===== src/rtl/conv_layer_sequencer.sv =====
// Convolution-layer window sequencer: walks (oc,row,col,ic) and issues one
// window descriptor per point, then waits for all output pixels before pulsing done.
module conv_layer_sequencer #(
   parameter int Size           = 5,
   parameter int H              = 32,
   parameter int W              = 32,
   parameter int input_channel  = 1,
   parameter int output_channel = 6,
   parameter int ADDR_WIDTH     = 16,
   parameter int CH_WIDTH       = 8
) (
   input  logic                  clk,
   input  logic                  reset,
   input  logic                  start,
   input  logic                  abort,
   output logic                  busy,
   output logic                  done,
   output logic                  win_valid,
   input  logic                  win_ready,
   output logic [ADDR_WIDTH-1:0] img_addr,
   output logic [ADDR_WIDTH-1:0] flt_addr,
   output logic [CH_WIDTH-1:0]   bias_sel,
   output logic [ADDR_WIDTH-1:0] out_addr,
   output logic                  acc_first,
   output logic                  acc_last,
   input  logic                  res_valid,
   output logic [1:0]            state_dbg
);

   localparam int OH   = H - Size + 1;
   localparam int OW   = W - Size + 1;
   localparam int NOUT = output_channel * OH * OW;

   localparam logic [ADDR_WIDTH-1:0] C_HW   = ADDR_WIDTH'(H * W);
   localparam logic [ADDR_WIDTH-1:0] C_W    = ADDR_WIDTH'(W);
   localparam logic [ADDR_WIDTH-1:0] C_IC   = ADDR_WIDTH'(input_channel);
   localparam logic [ADDR_WIDTH-1:0] C_SS   = ADDR_WIDTH'(Size * Size);
   localparam logic [ADDR_WIDTH-1:0] C_OHOW = ADDR_WIDTH'(OH * OW);
   localparam logic [ADDR_WIDTH-1:0] C_OW   = ADDR_WIDTH'(OW);
   localparam logic [ADDR_WIDTH-1:0] IC_MAX = ADDR_WIDTH'(input_channel - 1);
   localparam logic [ADDR_WIDTH-1:0] OW_MAX = ADDR_WIDTH'(OW - 1);
   localparam logic [ADDR_WIDTH-1:0] OH_MAX = ADDR_WIDTH'(OH - 1);
   localparam logic [ADDR_WIDTH-1:0] OC_MAX = ADDR_WIDTH'(output_channel - 1);
   localparam logic [ADDR_WIDTH:0]   C_NOUT = (ADDR_WIDTH + 1)'(NOUT);

   typedef enum logic [1:0] {S_IDLE, S_RUN, S_DRAIN, S_DONE} state_t;

   state_t                state, state_nx;
   logic [ADDR_WIDTH-1:0] oc, row, col, ic;
   logic [ADDR_WIDTH:0]   res_cnt;
   logic                  hs, ic_wrap, col_wrap, row_wrap, oc_wrap, last_hs, res_full;

   // Handshake: a descriptor transfers on a rising edge where win_valid && win_ready;
   // win_valid stays high and the descriptor stays frozen until that happens.
   assign hs       = (state == S_RUN) && win_ready;
   assign ic_wrap  = (ic == IC_MAX);
   assign col_wrap = (col == OW_MAX);
   assign row_wrap = (row == OH_MAX);
   assign oc_wrap  = (oc == OC_MAX);
   assign last_hs  = hs && ic_wrap && col_wrap && row_wrap && oc_wrap;
   assign res_full = (res_cnt == C_NOUT);

   always_comb begin
      state_nx = state;
      case (state)
         S_IDLE:  if (start) state_nx = S_RUN;
         S_RUN:   if (last_hs) state_nx = S_DRAIN;
         S_DRAIN: if (res_full) state_nx = S_DONE;
         S_DONE:  state_nx = S_IDLE;
         default: state_nx = S_IDLE;
      endcase
      if (abort) state_nx = S_IDLE;
   end

   always_ff @(posedge clk or negedge reset) begin
      if (!reset) state <= S_IDLE;
      else        state <= state_nx;
   end

   // Loop nest, innermost first: ic, col, row, oc.
   always_ff @(posedge clk or negedge reset) begin
      if (!reset) begin
         oc  <= '0;
         row <= '0;
         col <= '0;
         ic  <= '0;
      end else if (abort || (state == S_IDLE && start)) begin
         oc  <= '0;
         row <= '0;
         col <= '0;
         ic  <= '0;
      end else if (hs) begin
         if (ic_wrap) begin
            ic <= '0;
            if (col_wrap) begin
               col <= '0;
               if (row_wrap) begin
                  row <= '0;
                  oc  <= oc_wrap ? '0 : oc + 1'b1;
               end else begin
                  row <= row + 1'b1;
               end
            end else begin
               col <= col + 1'b1;
            end
         end else begin
            ic <= ic + 1'b1;
         end
      end
   end

   // Write-back counter; held at zero while idle so every layer starts clean.
   always_ff @(posedge clk or negedge reset) begin
      if (!reset) begin
         res_cnt <= '0;
      end else if (abort || state == S_IDLE) begin
         res_cnt <= '0;
      end else if (res_valid && (state == S_RUN || state == S_DRAIN) && !res_full) begin
         res_cnt <= res_cnt + 1'b1;
      end
   end

   assign busy      = (state == S_RUN) || (state == S_DRAIN);
   assign done      = (state == S_DONE);
   assign win_valid = (state == S_RUN);
   assign state_dbg = state;

   assign img_addr  = ic * C_HW + row * C_W + col;
   assign flt_addr  = (oc * C_IC + ic) * C_SS;
   assign bias_sel  = CH_WIDTH'(oc);
   assign out_addr  = oc * C_OHOW + row * C_OW + col;
   assign acc_first = (ic == '0);
   assign acc_last  = ic_wrap;

endmodule


===== config.mk =====
export PLATFORM = sky130hd
export DESIGN_NAME = conv_layer_sequencer
export DESIGN_NICKNAME = d
export VERILOG_FILES = /design/src/rtl/conv_layer_sequencer.sv
export SDC_FILE = /design/constraint.sdc
export NUM_CORES = 1
export LEC_CHECK = 0
export ABC_CLOCK_PERIOD_IN_PS = 6480
export BUFFER_PORTS_ARGS = -buffer_cell sky130_fd_sc_hd__buf_2
export CORE_MARGIN = 1
export CORE_UTILIZATION = 55
export DETAILED_ROUTE_END_ITERATION = 16
export MAX_ROUTING_LAYER = met4
export PLACE_DENSITY = 0.78
export SLEW_MARGIN = 20
export SYNTH_ARGS = -nofsm -noshare
export SYNTH_HDL_FRONTEND = slang
export SYNTH_SLANG_ARGS = --single-unit
export TNS_END_PERCENT = 10

===== constraint.sdc =====
create_clock -name clk -period 6.48 [get_ports clk]
set_input_delay 1.296 -clock clk [delete_from_list [all_inputs] [get_ports clk]]
set_output_delay 1.296 -clock clk [all_outputs]
set_load 0.01 [all_outputs]

==> summary.md <==
| Metric | Value |
|---|---|
| Drt drc | 2 |
| Post-route minimum period | 6.25 ns |
| CTS tree | yes |
| P&R area growth vs syn | 11.0% |
| Worst Path Required | 5.18 ns |
| Die Span X | 132 um |
| H-tree Lvls | 3 |
| Die H | 132 um |
| Syn avg cell area | 8.87 um2 |
| CP Data Arrival Time | 4.95 ns |
| Status | finished with violations |
| Post-Syn Instances | 1043 |
| First-pass GRT wire length | 35500 um |
| Clock Power Share | 29.9% |
| Int Pwr | 1.19 mW |
| Initial antenna violation count | 0 |
| Diode count | 0 |
| Nets | 1301 |
| Power Dens Cells | 188 mW/mm2 |
| Switch share | 38.6% |
| Core ar. | 0.0165 mm2 |
| Psw | 744 uW |
| Longest Clk Path Bufs | 2 |
| Total number of vias | 7542 |
| HP Class | flip-flop to flip-flop |
| # IOs | 69 |
| Clk root buf | clkbuf_16 |
| Fillcell total | 1360 |
| WL/cell | 15.9 um |
| Initial DRC Count | 475 |
| DIE AREA | 0.0173 mm2 |
| Endpoint type of the worst setup path | primary output |
| Total clock sinks | 83 |
| Clock transition at the registers of the reported paths | 0.07 ns |
| Kind of critical path | flip-flop to primary output |
| Main synth FF type | dfrtp_1 |
| Fin crit share | 96.4% |
| Largest net degree at the start of global routing | 47 |
| Worst Skew | 0.00991 ns |
| Final hold violation count | 0 |
| Reported max-cap violation count | 0 |
| Clk Latency, worst-skew pair | 0.35 ns |
| Crit path max fanout | 6 |
| Total iterations of the first detailed-routing run | 11 |
| Final ANT Viol Nets | 0 |
| Worst-Margin Slew | 0.814 ns |
| Relative slew margins | 45.7% |
| Comb power frac | 40.1% |
| Vias in the first global route | 7297 |
| EDFF count, synth | 0 |
| Starting Density | 56.0% |
| Routability cong. | 0.854 |
| Finished Core Util | 62.2% |
| RSZ-0062 raised after global routing | yes |
| Synth Register Bits | 83 |
| F_max | 160 MHz |
| Reg power frac | 30.0% |
| Peak VDD IR | 0.154 mV |
| Asr flop ratio synth | 100% |
| DRT Wirelength | 21200 um |
| DP HPWL | 16700 um |
| LEAKAGE | 5.40 nW |
| Syn. warnings | 0 |
| Overflow after GRT | 0 |
| Yosys cell types | 69 |
| Gr usage total | 26.2% |
| Vias per cell | 5.65 |
| Failing checks | DRC |
| Critical path launch point type | flip-flop |
| Place WS | 0.447 ns |
| Seq/Total Area, Yosys | 22.4% |
| Setup ws final | 0.231 ns |
| I/O Buffers | 68 |
| Fin. max-slew vios | 0 |
| Num CTS Buffers | 9 |
| Share of post-route cells with drive strength above 1 | 13.1% |
| Row count | 47 |
| Synthesized cell area | 0.00925 mm2 |
| Final Setup Violations | 0 |
| Syn Nets | 1235 |
## timing repair
item	4_1_cts	5_1_grt
setup buffers	0	12
endpoints found under the hold margin	0	0
setup endpoints to repair	0	3
resized for setup	0	22
hold buffers	0	0
## path summary, 6_finish.rpt
kind                                    startpoint                      end  slack (ns)  cells after the start
max                              ic[0]$_DFFE_PN0P_             flt_addr[15]        0.23                     22
min                        res_cnt[16]$_DFFE_PN0P_  res_cnt[16]$_DFFE_PN0P_        0.55                      2
min in group asynchronous                    reset       ic[15]$_DFFE_PN0P_        0.92                      1
min reg2reg                res_cnt[16]$_DFFE_PN0P_  res_cnt[16]$_DFFE_PN0P_        0.55                      2
max in group asynchronous                    reset       row[2]$_DFFE_PN0P_        4.56                      2
max reg2reg                      ic[1]$_DFFE_PN0P_      row[15]$_DFFE_PN0P_        3.22                      9
## kinds of logic (layout without fill, tap and decap cells)
| group | after synthesis | count (layout) | synth area share [%] |
|---|---|---|---|
| mux | 3 | 3 | 0.325 |
| xor+xnor | 111 | 111 | 10.7 |
| fa+ha+maj | 186 | 186 | 28.9 |
| flops | 83 | 83 | 22.4 |
| simple gates | 290 | 290 | 15.8 |
| buf+inv | 161 | 232 | 7.21 |
| compound gates | 209 | 209 | 14.7 |
## per-layer routing
layer | track usage [%] | vias to the layer above | part of all wire [%]
met5 | - | - | 0
met4 | 8.53 | 0 | 2.2
met3 | 3.90 | 30 | 4.6
met2 | 42.9 | 216 | 48
met1 | 33.2 | 3605 | 45
li1 | - | 3691 | -
## sequential cells by signal, indices dropped and copies added (netlist names)
signal / flops
res_cnt: 17
col: 16
ic: 16
oc: 16
row: 16
state_dbg: 2
## through the flow
stage | cell area, um2 | setup TNS, ns | power [mW] | hold WS, ns | cells
floorplan | 9250 | 0 | 1.11 | 0.480 | 1043
global placement | 9740 | 0 | 1.32 | 0.532 | 1306
detailed placement | 9740 | 0 | 1.34 | 0.534 | 1306
CTS | 10100 | 0 | 1.92 | 0.558 | 1322
global route | 10300 | -0.0651 | 2.06 | 0.578 | 1334
finish | 10300 | 0 | 1.93 | 0.553 | 1334
## worst max-delay path: stages, from the launching register on
cell	delay, ns
dfrtp_2	0.42
ha_2	0.21
inv_1	0.06
fa_1	0.40
inv_1	0.09
a21oi_2	0.07
o311a_1	0.40
nor3b_1	0.22
o21ai_0	0.10
nand2b_1	0.16
xor2_1	0.20
ha_1	0.26
ha_1	0.29
inv_1	0.05
fa_1	0.53
inv_1	0.06
ha_4	0.29
nor2_1	0.04
nor2_1	0.08
nor2_1	0.04
a21oi_1	0.11
xnor3_1	0.39
buf_2	0.14
## power groups by stage
stage               Sequential (mW)  Combinational (mW)  Clock [mW]
floorplan                     0.591               0.515           0
global placement              0.590               0.731           0
detailed placement            0.593               0.744           0
CTS                           0.583               0.750       0.585
global route                  0.584               0.866       0.612
finish                        0.579               0.774       0.576
## cell usage after synthesis (5+ instances only)
cell	count	area, um2
o31ai_1	7	52.6
nand3_1	26	130
o21ai_1	38	190
ha_1	140	1750
a21o_1	16	120
o21bai_1	7	52.6
fa_1	46	921
or3_1	8	50.1
nor3_1	17	85.1
a211oi_1	5	37.5
clkbuf_1	12	45.0
dfrtp_1	83	2080
nand2_1	77	289
nor2_1	79	297
and3_1	14	87.6
o21ai_0	29	145
nand4_1	14	87.6
xor2_1	38	333
nor2b_1	7	43.8
a21oi_1	61	305
buf_4	16	120
inv_1	129	484
xnor2_1	72	631
and2_1	8	50.1
a31oi_1	6	37.5
nand2b_1	9	56.3
## cells in the final DEF, fill, tap and decap left out, drive strengths merged, types with 7 or more instances in the layout
master	instances
o21ai	67
fa	46
buf	86
nand4	15
a21oi	62
dfrtp	83
and2	8
o41ai	7
nor4	7
xnor2	72
or3	8
clkbuf	10
nor3	17
inv	132
nand2b	9
nor2	79
nor2b	7
xor2	38
ha	140
nand3	26
and3	15
a21o	16
o21bai	7
o31ai	7
nand2	77
## layout make-up
type | instances | area (um2) | share of cell area (%)
Multi-Input combinational cell | 799 | 6610 | 64.3
Sequential cell | 83 | 2090 | 20.3
Inverter | 130 | 488 | 4.75
Timing Repair Buffer | 86 | 478 | 4.65
Tap cell | 220 | 275 | 2.68
Clock buffer | 10 | 239 | 2.33
Clock inverter | 6 | 96.3 | 0.938
Power figures use the tool's default switching activity.
